--- src/rtl/xfer_pkg.sv ---
// Shared constants and types for the capture-to-serial framer.
package xfer_pkg;

  localparam logic [7:0] SYNC_DEFAULT = 8'hA5;
  localparam int unsigned MAX_CH_NO = 16;
  localparam int unsigned HDR_CH_W  = 4;
  localparam int unsigned HDR_SEQ_W = 4;

  localparam logic [2:0] ST_ARB  = 3'd0;
  localparam logic [2:0] ST_SYNC = 3'd1;
  localparam logic [2:0] ST_HDR  = 3'd2;
  localparam logic [2:0] ST_PAY  = 3'd3;
  localparam logic [2:0] ST_CSUM = 3'd4;

  typedef enum logic [2:0] {
    S_ARB  = ST_ARB,
    S_SYNC = ST_SYNC,
    S_HDR  = ST_HDR,
    S_PAY  = ST_PAY,
    S_CSUM = ST_CSUM
  } state_t;

  typedef struct packed {
    logic [HDR_CH_W-1:0]  ch;
    logic [HDR_SEQ_W-1:0] seq;
  } hdr_t;

endpackage

--- src/rtl/rr_arbiter.sv ---
// Rotating-priority arbiter: first requester strictly after ptr, wrapping.
module rr_arbiter
  import xfer_pkg::*;
#(
  parameter int unsigned N = 4
) (
  input  logic [N-1:0]          req,
  input  logic [HDR_CH_W-1:0]   ptr,
  output logic [HDR_CH_W-1:0]   grant,
  output logic                  any_req
);

  always_comb begin
    logic          found;
    int unsigned   idx;
    logic [N-1:0]  sh;
    found = 1'b0;
    grant = '0;
    idx   = 0;
    sh    = '0;
    for (int unsigned i = 1; i <= N; i++) begin
      idx = 32'(ptr) + i;
      if (idx >= N) idx = idx - N;
      sh = req >> idx;
      if (!found && sh[0]) begin
        found = 1'b1;
        grant = HDR_CH_W'(idx);
      end
    end
    any_req = |req;
  end

endmodule

--- src/rtl/xfer_framer.sv ---
// Round-robin word capture, serialised as SYNC / HDR / payload MSB-first / XOR checksum.
module xfer_framer
  import xfer_pkg::*;
#(
  parameter int unsigned CH_NO  = 4,
  parameter int unsigned DATA_W = 32,
  parameter logic [7:0]  SYNC   = SYNC_DEFAULT
) (
  input  logic                      i_clk,
  input  logic                      i_rst,
  input  logic [DATA_W*CH_NO-1:0]   i_data,
  input  logic [CH_NO-1:0]          i_available,
  input  logic [CH_NO-1:0]          i_ch_enable,
  output logic [CH_NO-1:0]          o_read,
  output logic [7:0]                o_byte,
  output logic                      o_byte_valid,
  input  logic                      i_byte_ready,
  output logic                      o_busy,
  output logic [15:0]               o_frame_count
);

  localparam int unsigned PAY_N = DATA_W / 8;
  localparam int unsigned CNT_W = $clog2(PAY_N) + 1;

  state_t                state_q, state_nxt;
  logic [DATA_W-1:0]     word_q, word_nxt;
  logic [7:0]            csum_q, csum_nxt;
  logic [CNT_W-1:0]      cnt_q, cnt_nxt;
  logic [HDR_SEQ_W-1:0]  seq_q, seq_nxt;
  logic [HDR_CH_W-1:0]   ptr_q, ptr_nxt;
  logic [CH_NO-1:0]      read_nxt;
  logic [7:0]            byte_nxt;
  logic                  valid_nxt, busy_nxt;
  logic [15:0]           fcnt_nxt;

  logic [CH_NO-1:0]      req;
  logic [HDR_CH_W-1:0]   grant;
  logic                  any_req;
  logic [DATA_W-1:0]     word_sel;
  logic                  xfer;
  hdr_t                  hdr;

  assign req  = i_available & i_ch_enable;
  assign xfer = o_byte_valid & i_byte_ready;

  rr_arbiter #(.N(CH_NO)) u_arb (
    .req     (req),
    .ptr     (ptr_q),
    .grant   (grant),
    .any_req (any_req)
  );

  always_comb begin
    word_sel = '0;
    for (int unsigned k = 0; k < CH_NO; k++) begin
      if (grant == HDR_CH_W'(k)) word_sel = i_data[k*DATA_W +: DATA_W];
    end
  end

  always_comb begin
    hdr.ch  = ptr_q;
    hdr.seq = seq_q;
  end

  // Next-state and next-output logic; every output is registered below.
  always_comb begin
    state_nxt = state_q;
    word_nxt  = word_q;
    csum_nxt  = csum_q;
    cnt_nxt   = cnt_q;
    seq_nxt   = seq_q;
    ptr_nxt   = ptr_q;
    read_nxt  = '0;
    byte_nxt  = o_byte;
    valid_nxt = o_byte_valid;
    fcnt_nxt  = o_frame_count;
    case (state_q)
      S_ARB: begin
        if (any_req) begin
          word_nxt  = word_sel;
          read_nxt  = CH_NO'(1) << grant;
          ptr_nxt   = grant;
          byte_nxt  = SYNC;
          valid_nxt = 1'b1;
          csum_nxt  = '0;
          state_nxt = S_SYNC;
        end
      end
      S_SYNC: begin
        if (xfer) begin
          byte_nxt  = hdr;
          state_nxt = S_HDR;
        end
      end
      S_HDR: begin
        if (xfer) begin
          csum_nxt  = csum_q ^ o_byte;
          byte_nxt  = word_q[DATA_W-1 -: 8];
          word_nxt  = word_q << 8;
          cnt_nxt   = '0;
          state_nxt = S_PAY;
        end
      end
      S_PAY: begin
        if (xfer) begin
          csum_nxt = csum_q ^ o_byte;
          if (cnt_q == CNT_W'(PAY_N - 1)) begin
            byte_nxt  = csum_q ^ o_byte;
            state_nxt = S_CSUM;
          end else begin
            byte_nxt = word_q[DATA_W-1 -: 8];
            word_nxt = word_q << 8;
            cnt_nxt  = cnt_q + CNT_W'(1);
          end
        end
      end
      S_CSUM: begin
        if (xfer) begin
          valid_nxt = 1'b0;
          byte_nxt  = '0;
          seq_nxt   = seq_q + HDR_SEQ_W'(1);
          fcnt_nxt  = o_frame_count + 16'd1;
          state_nxt = S_ARB;
        end
      end
      default: state_nxt = S_ARB;
    endcase
    busy_nxt = (state_nxt != S_ARB);
  end

  always_ff @(posedge i_clk) begin
    if (i_rst) begin
      state_q       <= S_ARB;
      word_q        <= '0;
      csum_q        <= '0;
      cnt_q         <= '0;
      seq_q         <= '0;
      ptr_q         <= HDR_CH_W'(CH_NO - 1);
      o_read        <= '0;
      o_byte        <= '0;
      o_byte_valid  <= 1'b0;
      o_busy        <= 1'b0;
      o_frame_count <= '0;
    end else begin
      state_q       <= state_nxt;
      word_q        <= word_nxt;
      csum_q        <= csum_nxt;
      cnt_q         <= cnt_nxt;
      seq_q         <= seq_nxt;
      ptr_q         <= ptr_nxt;
      o_read        <= read_nxt;
      o_byte        <= byte_nxt;
      o_byte_valid  <= valid_nxt;
      o_busy        <= busy_nxt;
      o_frame_count <= fcnt_nxt;
    end
  end

endmodule

--- config.mk ---
export PLATFORM = sky130hd
export DESIGN_NAME = xfer_framer
export DESIGN_NICKNAME = d
export VERILOG_FILES = /design/src/rtl/xfer_pkg.sv /design/src/rtl/rr_arbiter.sv /design/src/rtl/xfer_framer.sv
export SDC_FILE = /design/constraint.sdc
export NUM_CORES = 1
export LEC_CHECK = 0
export ABC_AREA = 1
export CORE_MARGIN = 2
export CORE_UTILIZATION = 48
export CTS_CLUSTER_DIAMETER = 100
export DETAILED_ROUTE_END_ITERATION = 10
export PLACE_DENSITY_LB_ADDON = 0.12
export SETUP_SLACK_MARGIN = 0.05
export SKIP_LAST_GASP = 1
export SYNTH_ARGS = -nofsm -noshare
export SYNTH_HDL_FRONTEND = slang
export SYNTH_SLANG_ARGS = --single-unit
--- constraint.sdc ---
create_clock -name i_clk -period 3.8 [get_ports i_clk]
set_clock_uncertainty 0.1 [all_clocks]
set_input_delay 0.95 -clock i_clk [delete_from_list [all_inputs] [get_ports i_clk]]
set_output_delay 0.95 -clock i_clk [all_outputs]
set_load 0.02 [all_outputs]
Word level (Yosys, flattened, before mapping)

Cells that the tools add are included.

Logic and storage cells: 119
Flip-flop bits (word level): 84
Bits of input ports: 139
Output and inout bits: 30

Magnitude comparators: 4
Bitwise logic cells: 5
Eq/ne operators: 15
Mux-type cells: 44
Reduce and logical (&&, ||, !) cells: 24
$add $sub $neg: 11
Shift operators: 5

Operator list:

| operator              | number |
|---|---|
| $mux 32               | 12 |
| $ge 32x3->1 const B   | 4 |
| $shr 4x32->1          | 4 |
| $sub 32x3->32 const B | 4 |
| $pmux 32 s3           | 1 |
| $mux 8                | 8 |
| $pmux 8 s5            | 1 |
| $mux 3                | 9 |
| $add 16x1->16 const B | 1 |
| $mux 4                | 4 |
| $pmux 8 s2            | 1 |
| $pmux 3 s5            | 1 |
| $ne 2x2->1 const B    | 6 |
| $add 4x2->5 const B   | 2 |
| $eq 3x2->1 const B    | 3 |
| $eq 4x2->1 const B    | 2 |
| $xor 8x8->8           | 1 |
| $pmux 3 s2            | 1 |
| $reduce_and 3->1      | 2 |
| $reduce_and 6->1      | 1 |
| $reduce_bool 2->1     | 3 |
| $reduce_bool 3->1     | 2 |
| $add 4x1->5 const B   | 1 |
| $add 4x3->5 const B   | 1 |
| 23 further kinds      | 33 |

Longest topological paths before layout

Gate-level depths: netlist (run 1).

Depth in word-level cells: 21
Mapped depth: 27
Depth with buffers taken out: 25

Hierarchy

From an unflattened synthesis (run 1), not the netlist that was laid out.

Cells, all modules: 1013
Area total of the unflattened synthesis: 6180.9 µm²

Modules (own cells, without submodules):

| module      | cells each | instances | area each (µm²) | sequential area each (µm²) |
|---|---|---|---|---|
| xfer_framer | 857        | 1         | 5282.6          | 1681.6 |
| rr_arbiter  | 156        | 1         | 898.4           | 0.0 |

Least setup slack after synthesis (run 1)

OpenSTA, ideal clock, no wires.

Path type: flip-flop to flip-flop
Start: register ptr_q[1]
End: register word_q[19]
Buffers on the path: 2
Arrival time: 2935 ps
Period minus slack after synthesis: 3157 ps
Data required time: 3578 ps
Cell stages (with the launch flop): 25
Library setup time: 122 ps
Setup slack: 643 ps
Cells stage by stage: dfxtp_1 > inv_1 > ha_1 > nand2_1 > nand2_1 > nand2_1 > nand2_1 > ha_1 > ha_1 > nand2_1 > nand2_1 > nand2_1 > nor2_2 > nand2_2 > inv_2 > nor2_2 > nand3_1 > nand2_4 > nand2_1 > buf_4 > buf_6 > o21ai_1 > inv_1 > nand2_1 > a21oi_2

Cells in the longest elaborated chain, start to end: 21
Elaborated cells between the ends (all ways): 43
Those cells by class: add/sub: 8; order compare: 4; eq/ne: 3; shift: 4; mux: 17; reduce/logical: 7

Ends and longest elaborated chain:

| what                                                | RTL line           | source |
|---|---|---|
| start: declaration                                  | xfer_framer.sv:30  | `logic [HDR_CH_W-1:0] ptr_q, ptr_nxt;` |
| start signal: assignment                            | xfer_framer.sv:138 | `ptr_q <= HDR_CH_W'(CH_NO - 1);` |
| start signal: assignment                            | xfer_framer.sv:150 | `ptr_q <= ptr_nxt;` |
| $add 4x1->5                                         | rr_arbiter.sv:22   | `idx = 32'(ptr) + i;` |
| $sub 32x3->32 / $ge 32x3->1 (equally long branches) | rr_arbiter.sv:23   | `if (idx >= N) idx = idx - N;` |
| $mux 32                                             | rr_arbiter.sv:23   |  |
| $shr 4x32->1                                        | rr_arbiter.sv:24   | `sh = req >> idx;` |
| $mux 1                                              | rr_arbiter.sv:25   | `if (!found && sh[0]) begin` |
| $logic_not 1->1                                     | rr_arbiter.sv:25   |  |
| $logic_and 1x1->1                                   | rr_arbiter.sv:25   |  |
| $mux 1                                              | rr_arbiter.sv:25   |  |
| (+3 left out)                                       | n/a                |  |
| $logic_not 1->1                                     | rr_arbiter.sv:25   |  |
| $logic_and 1x1->1                                   | rr_arbiter.sv:25   |  |
| $mux 4 *                                            | rr_arbiter.sv:25   |  |
| $logic_not 4->1                                     | xfer_framer.sv:56  | `if (grant == HDR_CH_W'(k)) word_sel = i_data[k*DATA_W +: DATA_W];` |
| $mux 32 (3 in a row)                                | xfer_framer.sv:56  |  |
| $mux 32 *                                           | xfer_framer.sv:56  |  |
| $mux 32 *                                           | xfer_framer.sv:79  | `if (any_req) begin` |
| $pmux 32 s3 *                                       | xfer_framer.sv:77  | `case (state_q)` |
| end signal: assignment                              | xfer_framer.sv:146 | `word_q <= word_nxt;` |
| end: declaration                                    | xfer_framer.sv:26  | `logic [DATA_W-1:0] word_q, word_nxt;` |

Every way passes the cells marked *; elsewhere a longest branch is shown, timed or not. The select of a mux whose other input is x is not followed.
A chain may end at the register's enable or synchronous reset.

Final worst setup path (run 1)

Start: register ptr_q[0]
End: register word_q[18]

The elaborated chain is that of the path after synthesis.

==> reports/summary.txt, run 1 <==
post-synth top area cell = dfxtp_1
Clk pin slew, worst setup/hold paths = 0.06 ns
Hold WS = 0.365 ns
worst path required time = 3.93 ns
Max-slew headroom = 0.518
PwrDens = 828 mW/mm^2
Hold Path End = cnt_q[2]$_SDFFE_PP0P_
leakage dissipation = 3.39 nW
drt total wl = 16.7 mm
Antenna Violating Nets Remaining = 0
r2r setup slk = 0.39 ns
Rows = 39
Die Height = 113 um
status = completed
Mapped Area = 0.00568 sq mm
CTS Root Cell = clkbuf_16
CTS max path bufs = 2
Final WS setup = 0.394 ns
hold depth = 2
die area = 0.0127 sq mm
crit start category = flop
share of cells above drive strength 1 = 0.0837
most frequent cells in the layout = nand2_1, clkdlybuf4s50_1, inv_1
DIE WIDTH = 113 um
R2R depth = 25
max-slew violations = 0
Mapped Nets = 1020
YS warnings = 0
Final Hold Viols = 0
Seq/Total Area, Yosys = 0.296
initial antenna violation count = 0
Starting DRT DRC Count = 368
Synth area leaders = dfxtp_1, nand2_1, o21ai_0, inv_1, nand3_1
Yosys reg bits = 84
vias in the first global route = 5792
number of remaining DRC errors = 0
via count = 6164
post-place setup slack = 0.194 ns
WS Path Type = reg -> reg
CTS tree = done
distinct cell type count after synthesis = 45
hold path start = cnt_q[2]$_SDFFE_PP0P_
gr usage total = 0.266
routed len/inst = 14.3 um
GRT overflow = 0
CP arrival = 3.53 ns
CP endpoint kind = flop
worst reg2reg path endpoint = word_q[18]$_SDFFE_PP0P_
DP HPWL = 12.9 mm
RSZ-0062 raised after global routing = no
Clock Latency Late Sink = 0.34 ns
antenna cells = 0
Max VDD drop = 726 uV
synthesized instance count = 856
Core Region = 0.0115 sq mm
Synth-to-Final Area Change = 37.7%
final setup vio count = 0
CTS H-Tree Depth = 3
Maximum Capacitance Violations = 0
Final Cycle Share = 0.896
vias per std cell = 5.27
first-pass GRT wire length = 27.4 mm
commonest non-fill, non-tap cell in the layout = nand2_1
Pre-antenna DRT Iters = 7
pin count of the biggest net entering global routing = 33
Port Buffers = 168
setup TNS = 0 ns
clock sink count = 84
Fmax = 0.294 GHz
RR Startpoint = ptr_q[0]$_SDFFE_PP1P_
Tot Pwr = 0.00647 W
worst slew pin tran = 0.717 ns
post-synth top area share = 0.296
Nets = 1186
worst-path maximum fanout = 18
hold crit path type = reg -> reg
Final min period = 3.41 ns
Initial Util = 0.495
Avg Cell Area, Syn = 6.63 sq um
num ports = 169
TritonCTS buffer count = 9
Placer Congestion = 0.884
registers in the layout, summed over array words and instances, names as in the netlist:
name / flops
ptr_q: 4
csum_q: 8
o_read: 4
cnt_q: 3
o_byte_valid: 1
state_q: 3
seq_q: 4
o_byte: 8
o_busy: 1
word_q: 32
o_frame_count: 16
logic make-up after synthesis:
logic type               synth area share
adder cells (fa/ha/maj)            0.0551
AND/OR/NAND/NOR                     0.302
flip-flops                          0.296
buffers and inverters               0.120
AO/OA/AOI/OAI                       0.211
XOR/XNOR                           0.0154
Yosys cell counts:
library cell,n
a2111oi_0,1
a211oi_1,1
a21oi_1,72
a21oi_2,9
a221oi_1,1
a22o_1,1
a31oi_1,3
a41oi_1,4
and3_1,1
buf_12,1
buf_2,7
buf_4,3
buf_6,8
clkbuf_1,21
clkinv_1,2
dfxtp_1,84
ha_1,25
inv_1,104
inv_2,6
inv_4,2
nand2_1,203
nand2_2,5
nand2_4,1
nand3_1,73
nand3_2,4
nand3_4,2
nand3b_1,1
nand4_1,11
nand4_4,1
nor2_1,35
nor2_2,6
nor2_4,3
nor2_8,2
nor3_1,19
nor3_2,1
nor3b_1,1
nor4_1,1
o211a_1,9
o211ai_1,4
o21ai_0,81
o21ai_1,22
o221ai_1,4
or2_2,1
xnor2_1,8
xor2_1,2
power breakdown:
group          internal, W  leakage, nW  switching [W]  total [W]
clock             0.000529        0.150       0.000352   0.000881
combinational      0.00162         2.55        0.00274    0.00436
sequential         0.00110        0.689       0.000136    0.00123
stage by stage:
| stage | utilization | instance area (sq um) | instances |
|---|---|---|---|
| global placement | 0.649 | 7450 | 1148 |
| detailed placement | 0.649 | 7450 | 1148 |
| CTS | 0.676 | 7750 | 1164 |
| finish | 0.681 | 7810 | 1170 |
| floorplan | - | 5680 | 856 |
| global route | 0.681 | 7810 | 1170 |
repair_timing:
action	CTS	global route
hold buffers	0	0
setup buffers	0	6
gates resized for setup	0	1
endpoints found under the setup margin	0	11
metal layers:
metal / vias to the layer above / GRT usage / share of wire
met1: 2760 / 0.329 / 0.43
met5: - / 0 / 0
met3: 37 / 0.0514 / 0.051
li1: 3177 / - / -
met2: 190 / 0.453 / 0.48
met4: 0 / 0.113 / 0.033
worst max-delay path: stages, from the launching register on:
cell	delay (ns)
dfxtp_1	0.45
inv_2	0.15
ha_1	0.24
inv_1	0.08
nand2_1	0.06
nand2_2	0.09
inv_2	0.04
ha_1	0.19
ha_1	0.27
nand2_1	0.07
nand2_1	0.05
nand2_1	0.07
nor2_2	0.04
nand2_2	0.09
inv_2	0.06
nor2_2	0.11
inv_1	0.04
nand2_1	0.09
nand2_4	0.15
nand2_1	0.14
buf_4	0.23
clkinvlp_4	0.19
nand2_1	0.10
nand2_1	0.05
nand2_1	0.07
a21oi_2	0.05
final cells by class:
| cell class | count | area (sq um) |
|---|---|---|
| inverter | 114 | 437 |
| timing repair buffer | 195 | 1900 |
| fill | 1025 | 3650 |
| sequential | 84 | 1680 |
| multi-input combinational | 618 | 3310 |
| clock buffer | 11 | 243 |
| tap | 143 | 179 |
| clock inverter | 5 | 61.3 |
how the worst max path moves through the flow:
stage,end,slack [ns],cells past startpoint,startpoint
after global placement,word_q[18]$_SDFFE_PP0P_,0.28,17,i_available[1]
after floorplan,word_q[19]$_SDFFE_PP0P_,0.64,24,ptr_q[1]$_SDFFE_PP1P_
after detailed placement,word_q[23]$_SDFFE_PP0P_,0.19,17,i_ch_enable[3]
after global routing,word_q[23]$_SDFFE_PP0P_,0.09,25,ptr_q[1]$_SDFFE_PP1P_
after CTS,word_q[18]$_SDFFE_PP0P_,0.30,23,ptr_q[0]$_SDFFE_PP1P_
final,word_q[18]$_SDFFE_PP0P_,0.39,25,ptr_q[0]$_SDFFE_PP1P_
Note: power is estimated with default switching activity, not from simulation.
==> run 2, diff against run 1 <==
--- a/config.mk
+++ b/config.mk
@@ -7,7 +7,7 @@
 export LEC_CHECK = 0
 export ABC_AREA = 1
 export CORE_MARGIN = 2
-export CORE_UTILIZATION = 48
+export CORE_UTILIZATION = 30
 export CTS_CLUSTER_DIAMETER = 100
 export DETAILED_ROUTE_END_ITERATION = 10
 export PLACE_DENSITY_LB_ADDON = 0.12
==> reports/summary.txt, run 2 (synthesis results as in run 1) <==
Max VDD drop = 527 uV (was 726 uV)
PwrDens = 818 mW/mm^2 (was 828 mW/mm^2)
Fmax = 0.293 GHz (was 0.294 GHz)
Antenna Violating Nets Remaining = 0 (unchanged)
worst slew pin tran = 0.829 ns (was 0.717 ns)
pin count of the biggest net entering global routing = 37 (was 33)
GRT overflow = 0 (unchanged)
Final Cycle Share = 0.899 (was 0.896)
CP cell instances = ha_1 -> nand2_2 -> nand2_2 -> inv_2 -> ha_1 -> ha_1 -> nor2_1 -> nand2_1 -> nand2_1 -> nand2_1 -> nor2_2 -> nand2_2 -> nand3_1 -> nand2_1 -> inv_4 -> nand3_4 -> buf_12 -> nor2_4 -> nand2_1 -> nand3_1 -> nand2_1 -> a21oi_1
Clk pin slew, worst setup/hold paths = 0.07 ns (was 0.06 ns)
register area = 0.00168 sq mm (about the same)
DP HPWL = 14.8 mm (was 12.9 mm)
top flop regs = word_q x32, o_frame_count x16 (unchanged)
WP buf/inv = 3 (was 7)
commonest non-fill, non-tap cell in the layout = nand2_1 (unchanged)
num ports = 169 (unchanged)
met1 Track Usage GR = 0.247 (was 0.329)
Slowest cell on crit path = dfxtp_1 (unchanged)
Rows = 50 (was 39)
setup TNS = 0 ns (unchanged)
cell family with most CP delay = simple AND/OR/NAND/NOR gates (unchanged)
Max stage delay on crit path = 0.50 ns (was 0.45 ns)
vias in the first global route = 5883 (was 5792)
CP most frequent cell = nand2_1 (unchanged)
max-slew violations = 0 (unchanged)
TritonCTS buffer count = 9 (unchanged)
via count = 6075 (was 6164)
worst-path maximum fanout = 11 (was 18)
Placed Cells = 1240 (was 1148)
share of cells above drive strength 1 = 0.0857 (was 0.0837)
Largest register FFs = 32 (unchanged)
Tot Pwr = 0.00653 W (was 0.00647 W)
CTS max path bufs = 2 (unchanged)
Fillers = 2022 (was 1025)
CTS tree = done (unchanged)
die area = 0.0200 sq mm (was 0.0127 sq mm)
Pre-antenna DRT Iters = 5 (was 7)
status = completed (unchanged)
routed len/inst = 15.4 um (was 14.3 um)
post-cts hold buffer count = 0 (unchanged)
crit start category = flop (unchanged)
WS Path Type = reg -> reg (unchanged)
leakage dissipation = 3.41 nW (was 3.39 nW)
Final min period = 3.42 ns (was 3.41 ns)
M3 GR Usage = 0.0368 (was 0.0514)
Die Height = 142 um (was 113 um)
Nets = 1186 (unchanged)
Maximum Capacitance Violations = 0 (unchanged)
most frequent cells in the layout = nand2_1, clkdlybuf4s50_1, inv_1 (unchanged)
DIE WIDTH = 142 um (was 113 um)
initial antenna violation count = 3 (was 0)
gr usage total = 0.194 (was 0.266)
fin cells = 1264 (was 1170)
number of remaining DRC errors = 0 (unchanged)
first-pass GRT wire length = 30.6 mm (was 27.4 mm)
Core Region = 0.0186 sq mm (was 0.0115 sq mm)
Synth-to-Final Area Change = 40.6% (was 37.7%)
Starting DRT DRC Count = 357 (was 368)
Max-slew headroom = 0.443 (was 0.518)
grt peak-use layer = met2 (unchanged)
CTS H-Tree Depth = 3 (unchanged)
Placer Congestion = 0.861 (was 0.884)
clock sink count = 84 (unchanged)
vias per std cell = 4.81 (was 5.27)
hold crit path type = reg -> reg (unchanged)
Initial Util = 0.304 (was 0.495)
Largest Register = word_q (unchanged)
CP endpoint kind = flop (unchanged)
Hold WS = 0.362 ns (was 0.365 ns)
Clock Latency Late Sink = 0.35 ns (was 0.34 ns)
RSZ-0062 raised after global routing = no (unchanged)
CTS Root Cell = clkbuf_16 (unchanged)
global routing usage on met2 = 0.320 (was 0.453)
drt total wl = 19.4 mm (was 16.7 mm)
Multi-input gate area = 0.00334 sq mm (was 0.00331 sq mm)
Final Hold Viols = 0 (unchanged)
worst path required time = 3.98 ns (was 3.93 ns)
Port Buffers = 168 (unchanged)
CP arrival = 3.60 ns (was 3.53 ns)
final setup vio count = 0 (unchanged)
-- run 2: cell types whose count changed in the layout (fill, tap and decap cells not counted), moves of 3 or more --
cell and delta:
buf_12 +3, buf_4 -5, diode_2 +3, inv_6 +3
clkinv_4 -3
-- run 2: final timing paths --
check        cells after the start  slack (ns)                 endpoint                   from
max reg2reg                     22        0.38  word_q[13]$_SDFFE_PP0P_  ptr_q[0]$_SDFFE_PP1P_
min reg2reg                      2        0.36    cnt_q[2]$_SDFFE_PP0P_  cnt_q[2]$_SDFFE_PP0P_
min                              2        0.36    cnt_q[2]$_SDFFE_PP0P_  cnt_q[2]$_SDFFE_PP0P_
max                             22        0.38  word_q[13]$_SDFFE_PP0P_  ptr_q[0]$_SDFFE_PP1P_
-- run 2: timing repair --
action / in CTS / in global routing
setup endpoints to repair: 0 / 25
gates resized for setup: 0 / 2
setup buffers: 0 / 3
-- run 2: final cells by class --
class | count | area share
clock inverters | 6 | 0.00862
clock buffers | 10 | 0.0299
well taps | 234 | 0.0367
diodes | 3 | 0.000941
repair buffers | 193 | 0.240
inverters | 114 | 0.0542
multi-input cells | 620 | 0.418
flip-flops and latches | 84 | 0.211
-- run 2: worst register-to-register path: cells and delay by family, from the launching register on --
| family | cells | cell delay (ns) |
|---|---|---|
| AOI/OAI and AO/OA | 1 | 0.11 |
| adders and majority gates | 3 | 0.67 |
| and+or+nand+nor | 15 | 1.62 |
| buffers and inverters | 3 | 0.37 |
| DFF | 1 | 0.50 |
-- run 2: through the flow --
step | setup slack, ns | utilization | area, sq um
after floorplan | 0.643 | - | 5680
after global placement | 0.288 | 0.408 | 7610
after detailed placement | 0.283 | 0.408 | 7610
after CTS | 0.289 | 0.424 | 7910
after global routing | 0.0598 | 0.428 | 7980
final | 0.384 | 0.428 | 7980
-- run 2: metal layers --
| layer | routed length (um) | up-vias |
|---|---|---|
| li1 | - | 3177 |
| met1 | 8650 | 2725 |
| met2 | 9250 | 143 |
| met3 | 903 | 30 |
| met4 | 622 | 0 |
| met5 | 0 | - |
-- run 2: report_power, final --
| group | internal [W] | switching [W] |
|---|---|---|
| Sequential | 0.00110 | 0.000150 |
| Clock | 0.000533 | 0.000385 |
| Combinational | 0.00155 | 0.00281 |
